<file path="config.mk">
export PLATFORM = sky130hd
export DESIGN_NAME = amba_ahb_resp_mux
export DESIGN_NICKNAME = d
export VERILOG_FILES = /design/src/rtl/amba_ahb_resp_mux.sv
export SDC_FILE = /design/constraint.sdc
export NUM_CORES = 1
export LEC_CHECK = 0
export ABC_AREA = 1
export ABC_CLOCK_PERIOD_IN_PS = 1300
export CORE_MARGIN = 8
export CORE_UTILIZATION = 26
export CTS_BUF_LIST = sky130_fd_sc_hd__clkbuf_8 sky130_fd_sc_hd__clkbuf_16
export DETAILED_ROUTE_END_ITERATION = 16
export PLACE_DENSITY = 0.78
export SKIP_CTS_REPAIR_TIMING = 1
export SLEW_MARGIN = 5
export SYNTH_ARGS = -nofsm -noshare
export SYNTH_HDL_FRONTEND = slang
export SYNTH_SLANG_ARGS = --single-unit
</file>
<file path="constraint.sdc">
create_clock -name HCLK -period 1.3 [get_ports HCLK]
set_input_delay 0.39 -clock HCLK [delete_from_list [all_inputs] [get_ports HCLK]]
set_output_delay 0.39 -clock HCLK [all_outputs]
set_load 0.05 [all_outputs]
</file>
<file path="src/rtl/amba_ahb_resp_mux.sv">
// ---------------------------------------------------------------------------
// amba_ahb_resp_mux
//
// AHB slave-to-master response multiplexer with a built-in default slave.
// The address phase (slave index plus "active" / "unmatched" flags) is
// registered whenever HREADY is high. During the following data phase the
// selected slave's read data, ready and response are routed straight to the
// master with no added latency. Active transfers that hit no slave are
// completed by the default slave and counted in NOMATCH_CNT.
//
// Optional feature (compile-time macro):
//   AHB_DEF_SLAVE_ERROR_EN  - when defined, unmatched active transfers get the
//                             standard two-cycle AHB ERROR response
//                             (IDLE -> ERR1 -> ERR2). When undefined they
//                             complete as zero-wait OKAY with HRDATA = 0.
//
// Parameters:
//   N_SLAVE  number of slaves behind the decoder
//   W_SLAVE  width of the slave index
//   W_DATA   read data width
//
// Ports:
//   HCLK          clock, all state updates on the rising edge
//   HRESET        synchronous active-high reset
//   HSEL          one-hot address-phase select, all-zero = no match
//   HSLAVE        address-phase slave index
//   HTRANS        address-phase transfer type (IDLE/BUSY/NONSEQ/SEQ)
//   HRDATA_S      packed slave read data, slave i at [i*W_DATA +: W_DATA]
//   HREADYOUT_S   per-slave ready
//   HRESP_S       packed slave responses, slave i at [i*2 +: 2]
//   HRDATA        read data to the master
//   HREADY        bus ready to master and all slaves
//   HRESP         response to the master (OKAY=00, ERROR=01)
//   NOMATCH_CNT   saturating count of unmatched active transfers
// ---------------------------------------------------------------------------
module amba_ahb_resp_mux #(
    parameter int N_SLAVE = 2,
    parameter int W_SLAVE = 1,
    parameter int W_DATA  = 32
) (
    input  logic                      HCLK,
    input  logic                      HRESET,
    input  logic [N_SLAVE-1:0]        HSEL,
    input  logic [W_SLAVE-1:0]        HSLAVE,
    input  logic [1:0]                HTRANS,
    input  logic [N_SLAVE*W_DATA-1:0] HRDATA_S,
    input  logic [N_SLAVE-1:0]        HREADYOUT_S,
    input  logic [N_SLAVE*2-1:0]      HRESP_S,
    output logic [W_DATA-1:0]         HRDATA,
    output logic                      HREADY,
    output logic [1:0]                HRESP,
    output logic [7:0]                NOMATCH_CNT
);

    localparam logic [1:0] RESP_OKAY  = 2'b00;
    localparam logic [1:0] RESP_ERROR = 2'b01;

    // Only HTRANS[1] distinguishes an active transfer (NONSEQ/SEQ) from
    // IDLE/BUSY; the low bit carries no meaning for response routing.
    logic unused_htrans_lsb;
    assign unused_htrans_lsb = HTRANS[0];

    // ------------------------------------------------------------------
    // Address phase decode
    // ------------------------------------------------------------------
    logic slave_valid;
    logic addr_hit;
    logic addr_act;
    logic addr_def;

    // An index outside the populated slave range is treated as a miss even
    // when the decoder raised a select, so the default slave answers it.
    always_comb begin
        slave_valid = 1'b0;
        for (int i = 0; i < N_SLAVE; i++) begin
            if (HSLAVE == W_SLAVE'(i)) begin
                slave_valid = 1'b1;
            end
        end
    end

    assign addr_hit = (|HSEL) & slave_valid;
    assign addr_act = HTRANS[1] & addr_hit;
    assign addr_def = HTRANS[1] & ~addr_hit;

    // ------------------------------------------------------------------
    // Address phase -> data phase register
    // ------------------------------------------------------------------
    logic [W_SLAVE-1:0] dp_slave;
    logic               dp_act;
    logic               dp_def;

    // HREADY low holds the data phase, so slave wait states stretch it and a
    // new address phase waits on the bus until the current one completes.
    always_ff @(posedge HCLK) begin
        if (HRESET) begin
            dp_slave <= '0;
            dp_act   <= 1'b0;
            dp_def   <= 1'b0;
        end else if (HREADY) begin
            dp_slave <= HSLAVE;
            dp_act   <= addr_act;
            dp_def   <= addr_def;
        end
    end

    // ------------------------------------------------------------------
    // Unmatched transfer counter (saturating)
    // ------------------------------------------------------------------
    always_ff @(posedge HCLK) begin
        if (HRESET) begin
            NOMATCH_CNT <= 8'd0;
        end else if (HREADY && addr_def && (NOMATCH_CNT != 8'hFF)) begin
            NOMATCH_CNT <= NOMATCH_CNT + 8'd1;
        end
    end

`ifdef AHB_DEF_SLAVE_ERROR_EN
    // ------------------------------------------------------------------
    // Default slave ERROR sequencer
    // ------------------------------------------------------------------
    typedef enum logic [1:0] {
        IDLE = 2'd0,
        ERR1 = 2'd1,
        ERR2 = 2'd2
    } def_state_t;

    def_state_t def_state;

    // ERR1 always holds the bus for one cycle. ERR2 drives HREADY high, so a
    // new unmatched transfer accepted there re-enters ERR1 directly.
    always_ff @(posedge HCLK) begin
        if (HRESET) begin
            def_state <= IDLE;
        end else begin
            case (def_state)
                ERR1:    def_state <= ERR2;
                default: def_state <= (HREADY && addr_def) ? ERR1 : IDLE;
            endcase
        end
    end
`endif

    // ------------------------------------------------------------------
    // Data phase response routing
    // ------------------------------------------------------------------
    logic [W_DATA-1:0] slv_rdata;
    logic              slv_ready;
    logic [1:0]        slv_resp;

    always_comb begin
        slv_rdata = '0;
        slv_ready = 1'b1;
        slv_resp  = RESP_OKAY;
        for (int i = 0; i < N_SLAVE; i++) begin
            if (dp_slave == W_SLAVE'(i)) begin
                slv_rdata = HRDATA_S[i*W_DATA +: W_DATA];
                slv_ready = HREADYOUT_S[i];
                slv_resp  = HRESP_S[i*2 +: 2];
            end
        end
    end

    // With no transfer in its data phase the bus reads as a zero-wait OKAY.
    always_comb begin
        HRDATA = '0;
        HREADY = 1'b1;
        HRESP  = RESP_OKAY;
        if (dp_act) begin
            HRDATA = slv_rdata;
            HREADY = slv_ready;
            HRESP  = slv_resp;
        end else if (dp_def) begin
`ifdef AHB_DEF_SLAVE_ERROR_EN
            // dp_def stays set through both ERR cycles: the first one holds
            // the bus, the second one releases it with ERROR still driven.
            HREADY = (def_state != ERR1);
            HRESP  = RESP_ERROR;
`else
            // Unmatched transfers complete with the zero-wait OKAY defaults.
            HREADY = 1'b1;
`endif
        end
    end

endmodule

</file>
; Word-level counts from Yosys, hierarchy flattened
; Index checks and enable logic that the tools add are counted.
[classes]
n_addsub = 1
eq_ne = 1
n_bitwise = 3
mux = 6
n_reduce_logical = 3
[op_table]
columns = operator, n
row1 = 32-bit two-way mux, 2
row2 = 8-bit by 1-bit adder with 8-bit output (second input constant), 1
row3 = 8-bit != test (second input constant), 1
row4 = 2-bit two-way mux, 2
row5 = 1-bit AND, 2
row6 = 1-bit logical AND, 2
row7 = 1-bit two-way mux, 2
row8 = 2-bit OR reduction, 1
row9 = 1-bit inverter, 1
[word_totals]
elab_cells = 17
input_bits = 77
regBits = 10

; Longest topological paths before layout
; Gate-level depths: netlist of the first run.
[logic_depth]
word_depth = 5
depth_mapped = 8

; Worst setup path before layout of the first run
; No wires, ideal clock.
[synth_path]
path_kind = register to output
startpoint = reg dp_slave
endpoint = out HRDATA[22]
path_slack_ns = -0.552
n_path_buf = 2
t_required_ns = 0.910
stages_incl_launch_ff = 5
arrival_ns = 1.462
cell_sequence = dfxtp_1 buf_6 clkbuf_1 o21ai_0 nor2_1
[synth_via]
elab_chain_cells = 2
[synth_rtl]
columns = element, line_no
row1 = "start, declared", 89  ; logic [W_SLAVE-1:0] dp_slave;
row2 = "start signal, assigned", 97  ; dp_slave <= '0;
row3 = "start signal, assigned", 101  ; dp_slave <= HSLAVE;
row4 = 32-bit two-way mux, 156  ; if (dp_slave == W_SLAVE'(i)) begin
row5 = 32-bit two-way mux, 169  ; if (dp_act) begin
row6 = "end, declared", 49  ; output logic [W_DATA-1:0] HRDATA,
; Every way passes these cells.

; Worst setup path after layout of the first run
[layout_path]
startpoint = reg dp_slave
endpoint = out HRDATA[1]
; Same word-level chain as after synthesis.

==> results of run 1 <==
==> state kept, by name, summed over array words and instances, names as in the netlist <==
name / cells
NOMATCH_CNT: 8
dp_act: 1
dp_slave: 1
==> path summary, 6_finish.rpt <==
kind,start,slack [ps],to,cells after the start
worst max-delay path,dp_slave$_SDFFE_PP0P_,-340,HRDATA[1],4
worst min-delay path,NOMATCH_CNT[7]$_SDFFE_PP0P_,580,NOMATCH_CNT[7]$_SDFFE_PP0P_,2
worst max register to register,dp_slave$_SDFFE_PP0P_,-50,NOMATCH_CNT[5]$_SDFFE_PP0P_,8
worst min register to register,NOMATCH_CNT[7]$_SDFFE_PP0P_,580,NOMATCH_CNT[7]$_SDFFE_PP0P_,2
==> area by class of cell <==
cell class	instances	area share, %
well taps	52	1.94
multi-input cells	176	35.0
flip-flops and latches	10	6.64
inverters	18	2.31
repair buffers	127	52.9
clock buffers	3	1.23
==> placed cells by master (no fill, tap or decap) <==
| cell | netlist | layout |
|---|---|---|
| nand4_1 | 2 | 2 |
| a21oi_1 | 2 | 2 |
| buf_4 | 0 | 3 |
| dfxtp_2 | 0 | 6 |
| inv_1 | 17 | 16 |
| nor2_1 | 87 | 51 |
| nand2_4 | 2 | 2 |
| o21ai_1 | 1 | 11 |
| nand3_1 | 6 | 6 |
| xor2_1 | 1 | 1 |
| buf_8 | 0 | 1 |
| o21ai_0 | 37 | 3 |
| clkdlybuf4s50_1 | 0 | 66 |
| inv_4 | 0 | 1 |
| clkbuf_16 | 0 | 2 |
| nand3_4 | 2 | 3 |
| nor2_4 | 1 | 36 |
| dlymetal6s2s_1 | 0 | 9 |
| dfxtp_4 | 0 | 4 |
| buf_6 | 1 | 1 |
| inv_8 | 0 | 1 |
| nor2_2 | 1 | 2 |
| nand2_2 | 2 | 3 |
| buf_12 | 0 | 45 |
| clkbuf_8 | 0 | 3 |
| ha_2 | 0 | 1 |
| o21ai_2 | 0 | 24 |
| xnor2_1 | 1 | 1 |
| nand2_1 | 29 | 28 |
==> power breakdown <==
part / leakage, nW / switching (mW) / internal (mW)
Clock: 0.0216 / 0.126 / 0.203
Combinational: 1.24 / 0.638 / 0.650
Sequential: 0.0872 / 0.0312 / 0.323
Total: 1.35 / 0.796 / 1.18
==> per-layer routing <==
metal	wire length (um)	global-route usage, %
met1	2530	19.8
met3	479	3.17
met5	0	0
met4	138	4.74
met2	3260	32.7
==> logic make-up (layout without fill, tap and decap cells) <==
kind of cell / after synthesis / count (layout) / share of synthesized area (%)
buf+inv: 29 / 148 / 11.3
compound gates: 40 / 40 / 17.8
simple gates: 132 / 133 / 50.4
flops: 10 / 10 / 17.8
fa+ha+maj: 1 / 1 / 1.11
xor+xnor: 2 / 2 / 1.56
==> tightest hold or removal path, cell delays in order (launching register included) <==
cell	delay [ps]
dfxtp_2	350
o21ai_0	160
nor2_1	40
==> stage by stage <==
| step | setup TNS, ps | total power, mW |
|---|---|---|
| floorplan | -2120 | 0.999 |
| global placement | -13240 | 1.59 |
| detailed placement | -14110 | 1.61 |
| CTS | -13370 | 1.94 |
| global route | -12600 | 2.06 |
| finish | -10710 | 1.97 |
==> run metrics, run 1 <==
full die area=6670 um2; CTS tree=yes; Crit Path Max Fanout=16; final setup fails=38; worst slew pin tran=244 ps; most used cell, CP=buf_12; synthesized area per cell=5.24 um2; Setup Skew=3.05 ps; Fmax achieved=0.611 GHz; critical-path cell list=buf_12, o21ai_1, nor2_4, buf_12; share of layout cells above drive strength 1=41.3%; delay-heaviest family, CP=flip-flops; Placed Area=3170 um2; maximum VDD drop=557 uV; Synth top cells by count=87 x nor2_1, 37 x o21ai_0, 29 x nand2_1; Mapped Cells=214; Synth area leaders=nor2_1 29%, dfxtp_1 18%, o21ai_0 16%, nand2_1 9.7%, inv_1 5.7%; global-route wire length before repair=9360 um; Die Width=81.7 um; Worst Hold Slack=580 ps; status=finished with violations; Die Ht=81.7 um; area of the mapped netlist=1120 um2; Setup crit end kind=output port; CP peak stage delay=390 ps; Core ar.=4260 um2; period utilisation layout=126%; WP data arrival=1250 ps; largest net degree at the start of global routing=37; Seq. cell area=223 um2; io pins=120; routability cong.=0.855; Starting Density=26.3%; syn_nets=292; CP required=910 ps; GRT Residual Overflow=0; DRC violation total after the first TritonRoute iteration=52; CP Launch Type=flip-flop; post-route cell area=3350 um2; nets=414; TritonCTS buffer count=3; crit path kind=flip-flop to output port; DP Cell Count=380; pwr dens=588 nW/um2; clk root buf=clkbuf_8; register bit total from synthesis=10; wire per inst=16.6 um; P_leak=1.35 nW; DRT Pass-1 Iters=4; area used by multi-input combinational logic=1170 um2; Non-Filler Instances=386; sequential area share after synthesis=17.8%; via density per instance=4.77; All-Layer GR Usage=17.5%; Clk Latency, worst-skew pair=240 ps; Buffers & Inverters on Critical Path=2; Via Count=1842; drt drc=0; Slowest-stage cell, CP=dfxtp_4; num rows=24; ant diodes=0; area leader, netlist=nor2_1; Filler cells=273; minimum clock period=1640 ps; worst slack at placement=-394 ps; Routed Antenna Nets=0; share of flip-flops with an asynchronous set or reset=0%; clk slew on worst S/H paths=50 ps; final hold violations=0; synth-to-layout area growth=199%; RSZ-0062 raised after global routing=yes; final wirelength=6410 um; count of cell types in the netlist=21; Final Util=78.6%; Slew Limit Fails=0; Top FF cell, synth=dfxtp_1; most frequent cell after synthesis=nor2_1; Post-synth EDFFs=0; Ys Warns=0; deepest clock path buffer count=2; vias in the first global route=1846; Max-Cap Viols=0; failing checks=negative setup slack; Worst slew margin=83.7%; H-tree levels=1; post-synth top area share=29.1%; worst setup margin=-338 ps; post-DP HPWL=5010 um; class of the most critical hold timing path=flip-flop to flip-flop; clock net sink count=10; PortBufs=118; initial antenna violation count=0
Note: power is estimated with default switching activity, not from simulation.
==> run 2: changes to the inputs <==
GPL_ROUTABILITY_DRIVEN = 0   (was not set)
==> results of run 2 <==
Same layout as run 1: the final DEF is identical, and so are final timing and power.
